`src/rtl/ctrl_pkg.sv`:
```
// Shared control types for the RV32I pipelined control unit.
// Opcodes, control enums, the stage bundle and the ALU op helper.
package ctrl_pkg;

   localparam logic [6:0] OP_LOAD   = 7'b0000011;
   localparam logic [6:0] OP_FENCE  = 7'b0001111;
   localparam logic [6:0] OP_OPIMM  = 7'b0010011;
   localparam logic [6:0] OP_AUIPC  = 7'b0010111;
   localparam logic [6:0] OP_STORE  = 7'b0100011;
   localparam logic [6:0] OP_OP     = 7'b0110011;
   localparam logic [6:0] OP_LUI    = 7'b0110111;
   localparam logic [6:0] OP_BRANCH = 7'b1100011;
   localparam logic [6:0] OP_JALR   = 7'b1100111;
   localparam logic [6:0] OP_JAL    = 7'b1101111;
   localparam logic [6:0] OP_SYSTEM = 7'b1110011;

   localparam int ALU_OP_W = 4;

   typedef enum logic [2:0] {
      IMM_I = 3'b000,
      IMM_S = 3'b001,
      IMM_B = 3'b010,
      IMM_J = 3'b011,
      IMM_U = 3'b100
   } imm_src_e;

   typedef enum logic [ALU_OP_W-1:0] {
      ALU_ADD  = 4'd0,
      ALU_SUB  = 4'd1,
      ALU_AND  = 4'd2,
      ALU_OR   = 4'd3,
      ALU_XOR  = 4'd4,
      ALU_SLT  = 4'd5,
      ALU_SLTU = 4'd6,
      ALU_SLL  = 4'd7,
      ALU_SRL  = 4'd8,
      ALU_SRA  = 4'd9
   } alu_op_e;

   typedef enum logic [1:0] {
      RES_ALU = 2'b00,
      RES_MEM = 2'b01,
      RES_PC4 = 2'b10,
      RES_IMM = 2'b11
   } res_src_e;

   typedef struct packed {
      logic       RegWrite;
      res_src_e   ResultSrc;
      logic       MemWrite;
      logic       Jump;
      logic       Jalr;
      logic       Branch;
      alu_op_e    ALUControl;
      logic       ALUSrcA;
      logic       ALUSrcB;
      logic [2:0] funct3;
      logic       Illegal;
   } ctrl_bundle_t;

   // alt picks sub for funct3=000 and sra for funct3=101
   function automatic alu_op_e alu_decode(logic [2:0] f3, logic alt);
      alu_op_e op;
      unique case (f3)
         3'b000:  op = alt ? ALU_SUB : ALU_ADD;
         3'b001:  op = ALU_SLL;
         3'b010:  op = ALU_SLT;
         3'b011:  op = ALU_SLTU;
         3'b100:  op = ALU_XOR;
         3'b101:  op = alt ? ALU_SRA : ALU_SRL;
         3'b110:  op = ALU_OR;
         default: op = ALU_AND;
      endcase
      return op;
   endfunction

endpackage

```
`src/rtl/ctrl_decode.sv`:
```
// RV32I instruction-field decode into a control bundle (combinational).
// CTRL_ILLEGAL_TRAP_EN: when defined, the Illegal bit is raised in the bundle.
module ctrl_decode
   import ctrl_pkg::*;
(
   input  logic [6:0]   i_OpCode,
   input  logic [2:0]   i_funct3,
   input  logic         i_funct7_5,
   output ctrl_bundle_t o_Ctrl,
   output logic [2:0]   o_ImmSrc,
   output logic         o_UsesRs1,
   output logic         o_UsesRs2
);

   ctrl_bundle_t w_c;
   imm_src_e     w_imm;
   logic         w_rs1;
   logic         w_rs2;
   logic         w_ill;

   // Opcode class decode; illegal encodings collapse to an all-zero bundle
   always_comb begin
      w_c        = '0;
      w_c.funct3 = i_funct3;
      w_imm      = IMM_I;
      w_rs1      = 1'b0;
      w_rs2      = 1'b0;
      w_ill      = 1'b0;
      unique case (i_OpCode)
         OP_OP: begin
            w_c.RegWrite   = 1'b1;
            w_c.ALUControl = alu_decode(i_funct3, i_funct7_5);
            w_rs1          = 1'b1;
            w_rs2          = 1'b1;
            w_ill          = i_funct7_5 & (i_funct3 != 3'b000)
                                        & (i_funct3 != 3'b101);
         end
         OP_OPIMM: begin
            w_c.RegWrite   = 1'b1;
            w_c.ALUSrcB    = 1'b1;
            w_c.ALUControl = alu_decode(i_funct3,
                                i_funct7_5 & (i_funct3 == 3'b101));
            w_rs1          = 1'b1;
            w_ill          = i_funct7_5 & (i_funct3 == 3'b001);
         end
         OP_LOAD: begin
            w_c.RegWrite  = 1'b1;
            w_c.ResultSrc = RES_MEM;
            w_c.ALUSrcB   = 1'b1;
            w_rs1         = 1'b1;
            w_ill         = (i_funct3 == 3'b011) | (i_funct3[2:1] == 2'b11);
         end
         OP_STORE: begin
            w_c.MemWrite = 1'b1;
            w_c.ALUSrcB  = 1'b1;
            w_imm        = IMM_S;
            w_rs1        = 1'b1;
            w_rs2        = 1'b1;
            w_ill        = i_funct3[2] | (i_funct3[1:0] == 2'b11);
         end
         OP_BRANCH: begin
            w_c.Branch     = 1'b1;
            w_c.ALUControl = ALU_SUB;
            w_imm          = IMM_B;
            w_rs1          = 1'b1;
            w_rs2          = 1'b1;
            w_ill          = (i_funct3[2:1] == 2'b01);
         end
         OP_JAL: begin
            w_c.RegWrite  = 1'b1;
            w_c.ResultSrc = RES_PC4;
            w_c.Jump      = 1'b1;
            w_c.ALUSrcA   = 1'b1;
            w_c.ALUSrcB   = 1'b1;
            w_imm         = IMM_J;
         end
         OP_JALR: begin
            w_c.RegWrite  = 1'b1;
            w_c.ResultSrc = RES_PC4;
            w_c.Jump      = 1'b1;
            w_c.Jalr      = 1'b1;
            w_c.ALUSrcB   = 1'b1;
            w_rs1         = 1'b1;
            w_ill         = (i_funct3 != 3'b000);
         end
         OP_LUI: begin
            w_c.RegWrite  = 1'b1;
            w_c.ResultSrc = RES_IMM;
            w_c.ALUSrcB   = 1'b1;
            w_imm         = IMM_U;
         end
         OP_AUIPC: begin
            w_c.RegWrite = 1'b1;
            w_c.ALUSrcA  = 1'b1;
            w_c.ALUSrcB  = 1'b1;
            w_imm        = IMM_U;
         end
         OP_FENCE, OP_SYSTEM: begin
            w_rs1 = 1'b1;
            w_ill = (i_funct3 != 3'b000);
         end
         default: begin
            w_ill = 1'b1;
         end
      endcase
      if (w_ill) begin
         w_c   = '0;
         w_imm = IMM_I;
         w_rs1 = 1'b0;
         w_rs2 = 1'b0;
      end
`ifdef CTRL_ILLEGAL_TRAP_EN
      w_c.Illegal = w_ill;
`endif
   end

   assign o_Ctrl    = w_c;
   assign o_ImmSrc  = w_imm;
   assign o_UsesRs1 = w_rs1;
   assign o_UsesRs2 = w_rs2;

endmodule

```
`src/rtl/ctrl_pipeline.sv`:
```
// RV32I control unit: D decode, E/M/W control registers, E branch resolve.
// CTRL_ILLEGAL_TRAP_EN: when defined, illegal flag travels to o_IllegalW.
module ctrl_pipeline
   import ctrl_pkg::*;
#(
   parameter int ALU_CTRL_W  = 4,
   parameter int FUNCT3_TO_W = 1
)(
   input  logic                  i_clk,
   input  logic                  i_rst_n,
   input  logic [6:0]            i_OpCode,
   input  logic [2:0]            i_funct3,
   input  logic                  i_funct7_5,
   input  logic                  i_FlushE,
   input  logic                  i_ZeroE,
   input  logic                  i_LtE,
   input  logic                  i_LtuE,
   output logic [2:0]            o_ImmSrcD,
   output logic                  o_UsesRs1D,
   output logic                  o_UsesRs2D,
   output logic                  o_IllegalD,
   output logic [ALU_CTRL_W-1:0] o_ALUControlE,
   output logic                  o_ALUSrcAE,
   output logic                  o_ALUSrcBE,
   output logic [1:0]            o_ResultSrcE,
   output logic                  o_JalrE,
   output logic                  o_PCSrcE,
   output logic                  o_RegWriteM,
   output logic                  o_MemWriteM,
   output logic [1:0]            o_ResultSrcM,
   output logic [2:0]            o_Funct3M,
   output logic                  o_RegWriteW,
   output logic [1:0]            o_ResultSrcW,
   output logic [2:0]            o_Funct3W,
   output logic                  o_IllegalW
);

   ctrl_bundle_t w_CtrlD;
   ctrl_bundle_t r_E;
   ctrl_bundle_t r_M;
   ctrl_bundle_t r_W;
   logic         w_TakenE;
   logic         w_unused;

   ctrl_decode u_decode (
      .i_OpCode   (i_OpCode),
      .i_funct3   (i_funct3),
      .i_funct7_5 (i_funct7_5),
      .o_Ctrl     (w_CtrlD),
      .o_ImmSrc   (o_ImmSrcD),
      .o_UsesRs1  (o_UsesRs1D),
      .o_UsesRs2  (o_UsesRs2D)
   );

   assign o_IllegalD = w_CtrlD.Illegal;

   // D->E register; reset beats flush, flush inserts a bubble
   always_ff @(posedge i_clk) begin
      if (!i_rst_n)
         r_E <= '0;
      else if (i_FlushE)
         r_E <= '0;
      else
         r_E <= w_CtrlD;
   end

   // E->M register
   always_ff @(posedge i_clk) begin
      if (!i_rst_n)
         r_M <= '0;
      else
         r_M <= r_E;
   end

   // M->W register
   always_ff @(posedge i_clk) begin
      if (!i_rst_n)
         r_W <= '0;
      else
         r_W <= r_M;
   end

   // Branch condition from ALU flags; reserved funct3 never taken
   always_comb begin
      w_TakenE = 1'b0;
      unique case (r_E.funct3)
         3'b000:  w_TakenE = i_ZeroE;
         3'b001:  w_TakenE = ~i_ZeroE;
         3'b100:  w_TakenE = i_LtE;
         3'b101:  w_TakenE = ~i_LtE;
         3'b110:  w_TakenE = i_LtuE;
         3'b111:  w_TakenE = ~i_LtuE;
         default: w_TakenE = 1'b0;
      endcase
   end

   assign o_PCSrcE      = (r_E.Branch & w_TakenE) | r_E.Jump;
   assign o_ALUControlE = ALU_CTRL_W'(r_E.ALUControl);
   assign o_ALUSrcAE    = r_E.ALUSrcA;
   assign o_ALUSrcBE    = r_E.ALUSrcB;
   assign o_ResultSrcE  = r_E.ResultSrc;
   assign o_JalrE       = r_E.Jalr;

   assign o_RegWriteM  = r_M.RegWrite;
   assign o_MemWriteM  = r_M.MemWrite;
   assign o_ResultSrcM = r_M.ResultSrc;
   assign o_Funct3M    = r_M.funct3;

   assign o_RegWriteW  = r_W.RegWrite;
   assign o_ResultSrcW = r_W.ResultSrc;

   generate
      if (FUNCT3_TO_W != 0) begin : g_f3w
         assign o_Funct3W = r_W.funct3;
      end else begin : g_nof3w
         assign o_Funct3W = 3'b000;
      end
   endgenerate

`ifdef CTRL_ILLEGAL_TRAP_EN
   assign o_IllegalW = r_W.Illegal;
`else
   assign o_IllegalW = 1'b0;
`endif

   assign w_unused = ^{r_E, r_M, r_W};

endmodule

```
`config.mk`:
```
export PLATFORM = sky130hd
export DESIGN_NAME = ctrl_pipeline
export DESIGN_NICKNAME = d
export VERILOG_FILES = /design/src/rtl/ctrl_pkg.sv /design/src/rtl/ctrl_decode.sv /design/src/rtl/ctrl_pipeline.sv
export SDC_FILE = /design/constraint.sdc
export NUM_CORES = 1
export LEC_CHECK = 0
export CORE_AREA = 2 2 50 88
export CTS_CLUSTER_SIZE = 20
export DETAILED_ROUTE_END_ITERATION = 7
export DIE_AREA = 0 0 52 90
export DONT_BUFFER_PORTS = 1
export PLACE_DENSITY = 0.54
export SETUP_SLACK_MARGIN = 0.3
export SYNTH_ARGS = -nofsm -noshare
export SYNTH_HDL_FRONTEND = slang
export SYNTH_HIERARCHICAL = 1
export SYNTH_SLANG_ARGS = --single-unit
export TNS_END_PERCENT = 1
```
`constraint.sdc`:
```
create_clock -name i_clk -period 1.9 [get_ports i_clk]
set_clock_uncertainty 0.05 [all_clocks]
set_input_delay 0.19 -clock i_clk [delete_from_list [all_inputs] [get_ports i_clk]]
set_output_delay 0.19 -clock i_clk [all_outputs]
set_load 0.005 [all_outputs]
```
# --- Word-level counts from Yosys, hierarchy flattened ---
# Index checks and enable logic that the tools add are counted.
word_totals:
  output_inout_bits: 30
  ff_bits: 29
classes:
  eq_ne: 26
  n_reduce_logical: 13
  n_bitwise: 12
  n_mux: 23
ops:
  columns: ["operator", "n"]
  rows:
  - ["4-bit case mux with 7 select lines", 2]
  - ["7-bit == test, second input constant", 4]
  - ["3-bit == test, second input constant", 7]
  - ["7-bit by 6-bit == test with 1-bit output, second input constant", 3]
  - ["1-bit two-way mux", 15]
  - ["7-bit by 5-bit == test with 1-bit output, second input constant", 2]
  - ["7-bit OR reduction", 2]
  - ["3-bit case mux with 4 select lines", 1]
  - ["4-bit case mux with 3 select lines", 1]
  - ["3-bit OR reduction", 4]
  - ["8-bit OR reduction", 1]
  - ["7-bit by 2-bit == test with 1-bit output, second input constant", 1]
  - ["7-bit by 4-bit == test with 1-bit output, second input constant", 1]
  - ["1-bit case mux with 7 select lines", 1]
  - ["3-bit by 1-bit == test with 1-bit output, second input constant", 2]
  - ["3-bit by 2-bit == test with 1-bit output, second input constant", 2]
  - ["3-bit logical NOT", 2]
  - ["1-bit case mux with 6 select lines", 1]
  - ["2-bit case mux with 3 select lines", 1]
  - ["2-bit OR reduction", 3]
  - ["1-bit AND", 5]
  - ["2-bit == test, second input constant", 2]
  - ["1-bit inverter", 4]
  - ["3-bit two-way mux", 1]
  - ["4 further kinds", 6]

# --- Logic depth before layout (Yosys ltp) ---
depth:
  word_depth: 5
  ltp_mapped: 8
  mapped_depth_nobuf: 6

# --- Cells and area by module ---
# Netlist, hierarchy kept.
by_module_without_submodules:
  columns: ["mod", "seq_area_each_um2", "area_per_inst_um2", "instances", "cells_per_inst"]
  rows:
  - ["ctrl_pipeline", 580.6, 914.6, 1, 75]
  - ["ctrl_decode", 0.0, 630.6, 1, 104]

# --- Worst setup path after synthesis ---
# Ideal clock, no wire load.
synth_timing:
  path_kind: "input-to-reg"
  start: "in i_OpCode[6]"
  end: "reg r_E, in the netlist o_ALUSrcBE"
  path_stages: 7
  arrival_ns: 1.562
  setup_ns: 0.058
  path_slack_ns: 0.230
  required_time_ns: 1.792
  path_cell_list: "buf_6 > or3b_4 > a211o_1 > o31ai_2 > nand2_4 > a2111oi_4 > and2_2"
synth_via:
  elab_chain_len: 4
  word_cells_on_any_way: 17
  cone_classes: "eq/ne: 11; mux: 2; reduce/logical: 4"
synth_rtl:
  columns: ["element", "line", "text"]
  rows:
  - ["from (decl)", "ctrl_pipeline.sv:11", "input logic [6:0] i_OpCode,"]
  - ["7-bit by 4-bit == test with 1-bit output (tied with other cells)", "ctrl_decode.sv:29", "unique case (i_OpCode)"]
  - ["3-bit OR reduction (no source line)", null, null]
  - ["1-bit case mux with 7 select lines", "ctrl_decode.sv:29", null]
  - ["3-bit OR reduction (no source line)", null, null]
  - ["to (signal assigned)", "ctrl_pipeline.sv:64", "r_E <= w_CtrlD;"]
  - ["to (decl)", "ctrl_pipeline.sv:39", "ctrl_bundle_t r_E;"]
# Parallel ways exist; a longest one is shown, timed or not.
# A chain may end at the register's enable or synchronous reset.

# --- Worst setup path after layout ---
layout_timing:
  start: "in i_OpCode[1]"
  end: "out o_ImmSrcD[0]"
layout_via:
  elab_chain_len: 4
  word_cells_on_any_way: 17
  cone_classes: "eq/ne: 11; mux: 3; reduce/logical: 3"
layout_rtl:
  columns: ["element", "line", "text"]
  rows:
  - ["7-bit by 4-bit == test with 1-bit output (tied with other cells)", "ctrl_decode.sv:29", null]
  - ["3-bit OR reduction (no source line) / 2-bit OR reduction (equally long branches)", null, null]
  - ["1-bit case mux with 7 select lines / 3-bit case mux with 4 select lines (equally long branches)", "ctrl_decode.sv:29", null]
  - ["3-bit two-way mux *", "ctrl_decode.sv:106", "if (w_ill) begin"]
  - ["to (decl)", "ctrl_pipeline.sv:18", "output logic [2:0] o_ImmSrcD,"]
# Mark *: on every way between the ends. The rest lies on a longest branch, timed or not.

==> flow_summary.ini <==
[global_routing]
first_global_vias = 1102
grt_pass1_wl_um = 5140
antenna_found_initial = 0
track_usage_pct = 14.52
grt-ovfl-total = 0
grt_max_degree = 17

[sta]
setup_viol_count_final = 0
maxSlewHeadroom_pct = 64.45
tns_ps = 0
finalMaxSlewViolations = 0
timing.final.crit_period_ps = 1542
hold_violations = 0
rsz0062_at_grt = true
fmaxAchievable_mhz = 648.3
max_slew.worst_pin.slew_ps = 519.8
finalCritPeriodShare_pct = 81.18

[synth]
postSynth.asyncResetShare_pct = 0
syn_nets = 196
ys.flop_type = dfxtp_1
synth_cell_types = 48
synthCells = 179
ys_ff_latch = 29
synth_edf_count = 0
avgSynthCellArea_um2 = 8.633
ys_seq_area_share_pct = 37.57
syn_area_um2 = 1545
yosys_warnings = 6

[clock_tree]
cts-root-buf = clkbuf_8
clk_latency_ps = 280
clkSlewWorstSetupHoldPaths_ps = 60
htreeDepth = 2
cts_tree = built
cts.sinks = 29
cts_inserted_buffers = 5
cts_max_path_buffers = 2

[final_layout]
nFillCells = 408
post-route-util_pct = 41.09
area.growth.synth_to_final_pct = 6.235
nets = 187
drive_above_1_share_pct = 22.22
layout_common_cells = dfxtp_1 (29), and2_2 (15), and2_1 (13)
antenna_cells = 0
final_common_cell = dfxtp_1

[drt]
firstDrtPassIters = 4
wl_per_cell_um = 14.69
drtIter0Drc = 50
vias = 1233
wl_um = 3231
drc = 0
final_antenna_net_count = 0
vias_per_cell = 5.605

[power_and_ir_drop]
seqPwrFrac_pct = 49.0
powerDensity_nw_per_um2 = 760.2
swShare_pct = 21.39
intPower_uw = 981.0
ir_drop_mv = 0.5525
pwr-share-clk_pct = 43.2
p_leak_uw = 0.0006129
power_frac_comb_pct = 7.8
power.switching_uw = 266.9

[critical_path]
cp_slowest_stage_delay_ps = 410
critPathLaunchType = primary input
cp.required_ps = 1660
crit_chain = nand2_1 > or3_4 > nor3_1 > nand2_1 > o22ai_1
arrival_ps = 1300
cpMaxStageDelayCell = or3_4
cp_common_cell = nand2_1
worst-setup-path-type = in2out
crit_fanout = 5
end_kind = output port

[die]
die_x_um = 52
ios = 47
coreArea_um2 = 3995
die_h_um = 90
initial_core_util_pct = 38.68
rows = 31
die_area_um2 = 4680

[hold_path]
hold_class = in2reg

[placement]
port_buffers = 0
dpl.hpwl_um = 2383
gp_congestion = 0.8079

[run_status]
status = completed

[job]
cap_violations = 0
[stage by stage]
step	instances	worst slack, ps	area [um2]	total power, uW	hold slack (ps)
CTS	217	349.1	1619	1266	81.14
global route	220	286.0	1642	1312	83.80
global placement	208	252.8	1503	712.9	263.6
detailed placement	208	236.0	1503	714.6	266.1
floorplan	179	254.3	1589	735.1	281.7
finish	220	357.5	1642	1248	87.59
[power by group through the flow]
stage | registers (uW) | clock network, uW | logic (uW)
after global placement | 625 | 0 | 88.1
after CTS | 611 | 559 | 95.2
after detailed placement | 625 | 0 | 89.7
final | 612 | 539 | 97.5
after floorplan | 624 | 0 | 111
after global routing | 611 | 593 | 107
[flip-flops by register name, summed over array words and instances, names as in the netlist]
name and count:
o_ALUSrcAE 1, o_ResultSrcW 2, o_ALUControlE 4, o_RegWriteW 1, o_Funct3W 3, o_Funct3M 3
o_ResultSrcM 2, o_MemWriteM 1, o_JalrE 1, r_E 7, o_RegWriteM 1, o_ALUSrcBE 1
o_ResultSrcE 2
[critical path, delay by kind of cell]
family | cells | cell delay, ps
compound gates | 1 | 210
simple gates | 4 | 910
[area by class of cell]
cell class                      count  area [um2]  area share (%)
Clock buffer                        7       96.34           5.869
Tap cell                           49       61.31           3.735
Inverter                            3       11.26          0.6860
Multi-Input combinational cell    126       847.1           51.60
Clock inverter                      1       5.005          0.3049
Sequential cell                    29       580.6           35.37
Timing Repair Buffer                5       40.04           2.439
[metal layers]
layer	vias to the layer above	track usage [%]	share of wire [%]
met4	0	9.868	2.1
met1	584	15.19	36
met5	-	0	0
met2	64	23.00	54
li1	579	-	-
met3	6	5.482	8.8
[logic make-up (layout without fill, tap and decap cells)]
logic type	after synthesis	in the layout	share of synthesized area [%]
AND/OR/NAND/NOR	84	84	32.63
AO/OA/AOI/OAI	32	32	14.66
flip-flops	29	29	37.57
buffers and inverters	24	16	9.716
XOR/XNOR	4	4	2.268
multiplexers	4	4	2.672
other	2	2	0.4860
[synth_stat cells, drive strengths merged, types with 3 or more instances]
master | number | area share, %
nand2 | 13 | 3.6
buf | 15 | 7.5
and2 | 30 | 13
nor3 | 10 | 3.2
nor2 | 11 | 2.7
a21oi | 9 | 2.9
or3 | 3 | 1.2
dfxtp | 29 | 38
mux2i | 3 | 1.9
inv | 3 | 0.73
clkbuf | 6 | 1.5
nand3 | 3 | 0.97
o21ai | 9 | 2.9
[timing repair]
item	in CTS	in global routing
resized for setup	1	0
endpoints found under the hold margin	13	0
hold buffers	1	0
endpoints found under the setup margin	1	4
setup buffers	0	3
pin swaps	0	1
[worst paths after layout]
| kind | start | to | slack, ps | depth (start not counted) |
|---|---|---|---|---|
| max reg2reg | r_E[3] | o_Funct3M[2] | 1250 | 1 |
| max | i_OpCode[1] | o_ImmSrcD[0] | 360 | 5 |
| min reg2reg | r_E[13] | o_MemWriteM | 380 | 1 |
| min | i_FlushE | o_ALUSrcBE | 90 | 2 |
Note: power is estimated with default switching activity, not from simulation.
